### config.mk
export PLATFORM = sky130hd
export DESIGN_NAME = ws281x_ram_arb
export DESIGN_NICKNAME = d
export VERILOG_FILES = /design/src/rtl/ws281x_ram_arb.sv
export SDC_FILE = /design/constraint.sdc
export NUM_CORES = 1
export LEC_CHECK = 0
export BUFFER_PORTS_ARGS = -buffer_cell sky130_fd_sc_hd__buf_4
export CELL_PAD_IN_SITES_DETAIL_PLACEMENT = 0
export CELL_PAD_IN_SITES_GLOBAL_PLACEMENT = 1
export CORE_AREA = 2 2 106 108
export DETAILED_ROUTE_END_ITERATION = 8
export DIE_AREA = 0 0 108 110
export PLACE_DENSITY_LB_ADDON = 0.1
export SLEW_MARGIN = 15
export SYNTH_ARGS = -nofsm -noshare
export SYNTH_HDL_FRONTEND = slang
export SYNTH_SLANG_ARGS = --single-unit
export TNS_END_PERCENT = 100
### constraint.sdc
create_clock -name clk_in -period 2.02 [get_ports clk_in]
set_input_delay 0.404 -clock clk_in [delete_from_list [all_inputs] [get_ports clk_in]]
set_output_delay 0.404 -clock clk_in [all_outputs]
set_load 0.005 [all_outputs]
### src/rtl/ws281x_ram_arb.sv
// Round-robin arbiter sharing one registered-output pixel RAM between a host
// write port (absolute priority) and CH_N WS281x channel read ports.

module ws281x_ram_arb_ch (
    input  logic clk_in,
    input  logic rst_n_in,
    input  logic req,
    input  logic en,
    input  logic gnt,
    input  logic ack,
    output logic pending,
    output logic elig
);
    assign elig = req & en & ~pending;

    // A grant can never coincide with this channel's ack: elig excludes pending.
    always_ff @(posedge clk_in or negedge rst_n_in) begin
        if (!rst_n_in)  pending <= 1'b0;
        else if (gnt)   pending <= 1'b1;
        else if (ack)   pending <= 1'b0;
    end
endmodule

module ws281x_ram_arb #(
    parameter  int CH_N = 4,
    parameter  int AW   = 6,
    parameter  int DW   = 32,
    localparam int CHW  = $clog2(CH_N)
) (
    input  logic                 clk_in,
    input  logic                 rst_n_in,
    input  logic                 wr_en_in,
    input  logic [CHW+AW-1:0]    wr_addr_in,
    input  logic [DW-1:0]        wr_data_in,
    input  logic [CH_N-1:0]      ch_en_in,
    input  logic [CH_N-1:0]      rd_req_in,
    input  logic [CH_N*AW-1:0]   rd_addr_in,
    output logic [CH_N-1:0]      rd_ack_out,
    output logic [DW-1:0]        rd_data_out,
    output logic                 ram_wr_en_out,
    output logic                 ram_rd_en_out,
    output logic [CHW+AW-1:0]    ram_addr_out,
    output logic [DW-1:0]        ram_wr_data_out,
    input  logic [DW-1:0]        ram_rd_data_in
);
    localparam int STAGES = 2;

    logic [CH_N-1:0]             pending;
    logic [CH_N-1:0]             elig;
    logic [CH_N-1:0]             gnt_oh;
    logic [CHW-1:0]              rr_ptr;
    logic [CHW-1:0]              gnt_idx;
    logic [CHW-1:0]              cand;
    logic                        gnt_vld;
    logic                        rd_gnt;
    logic [STAGES:1]             vld_pipe;
    logic [STAGES:1][CHW-1:0]    tag_pipe;

    genvar gi;
    generate
        for (gi = 0; gi < CH_N; gi++) begin : g_ch
            ws281x_ram_arb_ch u_ch (
                .clk_in   (clk_in),
                .rst_n_in (rst_n_in),
                .req      (rd_req_in[gi]),
                .en       (ch_en_in[gi]),
                .gnt      (gnt_oh[gi]),
                .ack      (rd_ack_out[gi]),
                .pending  (pending[gi]),
                .elig     (elig[gi])
            );
        end
    endgenerate

    // First eligible channel searching upward from rr_ptr+1 with wrap.
    always_comb begin
        gnt_vld = 1'b0;
        gnt_idx = '0;
        cand    = '0;
        for (int k = 1; k <= CH_N; k++) begin
            cand = CHW'((int'(rr_ptr) + k) % CH_N);
            if (!gnt_vld && elig[cand]) begin
                gnt_vld = 1'b1;
                gnt_idx = cand;
            end
        end
    end

    assign rd_gnt = gnt_vld & ~wr_en_in;
    assign gnt_oh = rd_gnt ? (CH_N'(1) << gnt_idx) : '0;

    always_ff @(posedge clk_in or negedge rst_n_in) begin
        if (!rst_n_in) begin
            rr_ptr          <= CHW'(CH_N - 1);
            vld_pipe        <= '0;
            tag_pipe        <= '0;
            ram_wr_en_out   <= 1'b0;
            ram_rd_en_out   <= 1'b0;
            ram_addr_out    <= '0;
            ram_wr_data_out <= '0;
            rd_ack_out      <= '0;
            rd_data_out     <= '0;
        end else begin
            ram_wr_en_out <= wr_en_in;
            ram_rd_en_out <= rd_gnt;
            if (wr_en_in) begin
                ram_addr_out    <= wr_addr_in;
                ram_wr_data_out <= wr_data_in;
            end else if (rd_gnt) begin
                ram_addr_out <= {gnt_idx, rd_addr_in[gnt_idx*AW +: AW]};
            end
            if (rd_gnt)
                rr_ptr <= gnt_idx;

            // Stage 1 tags the cycle the RAM sees the command, stage 2 the
            // cycle its read data is on ram_rd_data_in.
            vld_pipe    <= {vld_pipe[1], rd_gnt};
            tag_pipe[1] <= gnt_idx;
            tag_pipe[2] <= tag_pipe[1];

            rd_ack_out <= vld_pipe[2] ? (CH_N'(1) << tag_pipe[2]) : '0;
            if (vld_pipe[2])
                rd_data_out <= ram_rd_data_in;
        end
    end
endmodule

==> run summary <==
The instance count of the mapped netlist came out at 260. The overall routed net length came out at 9290 um. Measured on the finished design, the core utilization comes to approximately 51%. The smallest setup slack after layout came out at around 0.12 ns. The mapped netlist covers 0.00369 mm^2. The area taken by multi-input logic gates came out at around 0.0013 mm^2. During I/O placement, the number of pins put on the boundary was 185. The share of the cycle needed by the critical path after routing came out at between 90% and 100%.

The number of optimization iterations in the first detailed-route pass is 4. The post-route antenna net violation count came out at 0. The total number of vias is 2791. The post-place setup slack is 0.124 ns. The average wire length per cell after detail routing came out at 15.7 um. Routability-driven placement finished with a final weighted congestion of 0.817. The remaining routing DRC violations is 0. Summing the sequential cell areas from Yosys gives 60.5% of the chip area. The fill cell instance count of the final layout came out at 969.

The critical path is of the reg -> reg type. At the worst endpoint, the arrival time is 2.14 ns. Across the whole layout, storage elements account for ~0.0022 mm^2. The number of antenna violations at the first check in global routing came out at 0. The maximum net fanout on the critical path came out at 9.

The count of pins over their slew limit came to 0. The half-perimeter wire length after placement came out at 7080 um. STA classifies the critical path endpoint as a flip-flop.

The number of nets handed over by synthesis was between 300 and 400. The total routing usage reported by global routing is 15.7%. The number of DRC markers after the initial detailed-route iteration came out at 69. The synthesized design contains 0 enable-type register cells. Port buffering added 184 buffers.

For the worst-skew pair, the clock arrives at the later sink with an insertion delay of ~0.34 ns. The number of levels in the clock H-tree came out at 3. The first global-routing pass estimated roughly 14000 um of wire. The number of antenna diodes in the final layout is 0. The die footprint is 0.0119 mm^2. The final-report setup violation count is 0. The net total in the final layout came out at 557. The final hold violation count is 0. Dividing the synthesized area by the synthesized cell count gives 14.2 um^2. The initial core utilization is 34.5%. The number of rows in the core area is 38. The worst path needs 1.90 ns of the cycle, external delays included.

The worst voltage drop across the vdd grid came out at 0.420 mV. The layout cell share with drive strength beyond 1 came out at 63.8%. For this run the aggregate overflow at the end of global routing stands at 0. The die height came out at 110 um. The synthesized design contains 89 register bits. STA classifies the critical path startpoint as a flip-flop.

The core region area is 0.0107 mm^2. The flow ran to the end, and the final reports show no timing, DRC or antenna violations. The deepest clock path buffer count is 2. The floorplan step set the die width to between 100 and 150 um.

Setup repair after global routing left no endpoint under its margin. The max-capacitance violation count is 0. TritonCTS built the clock tree. The cell leakage power is 2.62 nW.

The layout overhead on the synthesized area is 47.5%. Clock tree synthesis inserted a total of 9 buffers. After synthesis, the share of flip-flops with an asynchronous set or reset is between 90% and 100%. The post-detailed-route via-to-cell ratio is 4.71. The path class of the lowest-slack min-delay path is in -> reg.

Headroom to the max-slew limit came out at 70.4%. The most used flip-flop cell after synthesis is sky130_fd_sc_hd__dfrtp_1. The ratio of total power to cell area is 997 mW/mm^2. The via count of the first global-routing pass came out at 2803. The total clock sinks is 89. The transition at the pin with the smallest max-transition slack came out at 0.444 ns. The number of warnings reported in the yosys synthesis log is 0. In this run the clock root is driven by a sky130_fd_sc_hd__clkbuf_8. Derived from the worst setup path, the maximum achievable clock frequency is between 500 and 600 MHz. The required time at the worst-slack endpoint came out at 2.27 ns.

Synthesis instantiated 37 different standard cells from the library. The buffer count from post-CTS setup fixing came out at 0. The clock-pin slew on the worst setup and hold paths came out at 0.08 ns. The worst clock skew is 0.00657 ns. The total negative slack came out at 0 ns. Entering global routing, the biggest net connects 34 pins.
[layout by cell type, fill, tap and decap left out, types with 2 or more instances in the layout]
cell type / n
sky130_fd_sc_hd__nor2b_1: 6
sky130_fd_sc_hd__a21boi_0: 6
sky130_fd_sc_hd__a211oi_1: 6
sky130_fd_sc_hd__and3_1: 7
sky130_fd_sc_hd__clkbuf_8: 10
sky130_fd_sc_hd__buf_4: 194
sky130_fd_sc_hd__clkinvlp_4: 2
sky130_fd_sc_hd__o21ai_0: 2
sky130_fd_sc_hd__nand2_1: 11
sky130_fd_sc_hd__dfrtp_1: 87
sky130_fd_sc_hd__a211oi_2: 6
sky130_fd_sc_hd__nor2_1: 3
sky130_fd_sc_hd__a22oi_1: 6
sky130_fd_sc_hd__inv_1: 5
sky130_fd_sc_hd__dfstp_2: 2
sky130_fd_sc_hd__o31ai_1: 6
sky130_fd_sc_hd__and3b_1: 3
sky130_fd_sc_hd__mux2_2: 64
sky130_fd_sc_hd__o22ai_1: 4
sky130_fd_sc_hd__nand3b_1: 3
[cells in the mapped netlist, types with 2 or more instances]
master / instances / share of area (%)
sky130_fd_sc_hd__nor2_1: 3 / 0.31
sky130_fd_sc_hd__o22ai_1: 4 / 0.68
sky130_fd_sc_hd__buf_4: 4 / 0.81
sky130_fd_sc_hd__clkbuf_1: 8 / 0.81
sky130_fd_sc_hd__dfstp_2: 2 / 1.4
sky130_fd_sc_hd__and3b_1: 3 / 0.71
sky130_fd_sc_hd__a211oi_1: 6 / 1.2
sky130_fd_sc_hd__buf_2: 3 / 0.41
sky130_fd_sc_hd__nand3b_1: 3 / 0.61
sky130_fd_sc_hd__a21boi_0: 6 / 1.2
sky130_fd_sc_hd__inv_1: 5 / 0.51
sky130_fd_sc_hd__and3_1: 7 / 1.2
sky130_fd_sc_hd__nand2_1: 11 / 1.1
sky130_fd_sc_hd__mux2_2: 64 / 20
sky130_fd_sc_hd__o31ai_1: 6 / 1.2
sky130_fd_sc_hd__buf_1: 2 / 0.20
sky130_fd_sc_hd__a211oi_2: 6 / 2.0
sky130_fd_sc_hd__a22oi_1: 6 / 1.2
sky130_fd_sc_hd__o21ai_0: 2 / 0.27
sky130_fd_sc_hd__dfrtp_1: 87 / 59
sky130_fd_sc_hd__nor2b_1: 6 / 1.0
[state kept, by name (all words and copies together), names as in the netlist]
| signal | flops |
|---|---|
| ram_wr_en_out | 1 |
| vld_pipe | 2 |
| tag_pipe | 4 |
| g_ch.u_ch.pending | 4 |
| rd_ack_out | 4 |
| ram_addr_out | 8 |
| ram_wr_data_out | 32 |
| rr_ptr | 2 |
| rd_data_out | 32 |
[worst max-delay path, cell delays in order, from the launching register on]
cell,delay [ns]
sky130_fd_sc_hd__dfstp_2,0.61
sky130_fd_sc_hd__and4b_4,0.27
sky130_fd_sc_hd__o32ai_2,0.09
sky130_fd_sc_hd__a221oi_4,0.29
sky130_fd_sc_hd__buf_4,0.23
sky130_fd_sc_hd__a211oi_1,0.06
sky130_fd_sc_hd__o31ai_1,0.25
[cell type report]
class,count,area share [%]
Clock buffer,10,2.53
Clock inverter,4,0.552
Inverter,7,0.598
Multi-Input combinational cell,147,24.7
Sequential cell,89,41.0
Tap cell,140,3.22
Timing Repair Buffer,196,27.3
[what timing repair did]
item                                    4_1_cts  5_1_grt
hold buffers                                  1        0
endpoints found under the setup margin        0        5
hold endpoints to repair                     25        0
gates resized for setup                       0        1
[cell families after synthesis]
| group | count (synthesis) | share of synthesized area [%] |
|---|---|---|
| AOI/OAI and AO/OA | 43 | 10.3 |
| buffers and inverters | 24 | 3.02 |
| DFF | 89 | 60.5 |
| muxes | 65 | 19.8 |
| and+or+nand+nor | 39 | 6.42 |
[final timing paths]
kind                                                to  slack (ns)             startpoint  cells past startpoint
setup / recovery           ram_addr_out[1]$_DFFE_PN0P_        0.12  rr_ptr[1]$_DFFE_PN1P_                      6
hold / removal             ram_addr_out[7]$_DFFE_PN0P_        0.27          wr_addr_in[7]                      3
setup reg to reg           ram_addr_out[1]$_DFFE_PN0P_        0.12  rr_ptr[1]$_DFFE_PN1P_                      6
hold reg to reg                  tag_pipe[3]$_DFF_PN0_        0.35  tag_pipe[1]$_DFF_PN0_                      0
max in group asynchronous        rr_ptr[1]$_DFFE_PN1P_        0.86               rst_n_in                      3
min in group asynchronous   rd_data_out[9]$_DFFE_PN0P_        0.55               rst_n_in                      2
[routing by layer]
metal | GRT usage [%] | vias to the layer above | wire length (um)
li1 | - | 1309 | -
met1 | 18.8 | 1362 | 3740
met3 | 4.59 | 16 | 688
met4 | 6.78 | 0 | 186
met5 | 0 | - | 0
met2 | 26.4 | 104 | 4680
[power breakdown]
part | total, mW | switching [mW] | internal, mW
Combinational | 1.81 | 0.659 | 1.15
Clock | 1.08 | 0.606 | 0.472
Sequential | 2.54 | 0.259 | 2.28
[through the flow]
stage | total power [mW] | area, um^2 | std cells | hold WS [ns]
6_report | 5.42 | 5440 | 593 | 0.274
5_1_grt | 5.76 | 5440 | 593 | 0.256
4_1_cts | 5.52 | 5430 | 593 | 0.257
3_5_place_dp | 4.42 | 5260 | 578 | 0.335
3_3_place_gp | 4.39 | 5260 | 578 | 0.334
2_1_floorplan | 3.32 | 3690 | 260 | 0.108
Power figures use the tool's default switching activity.
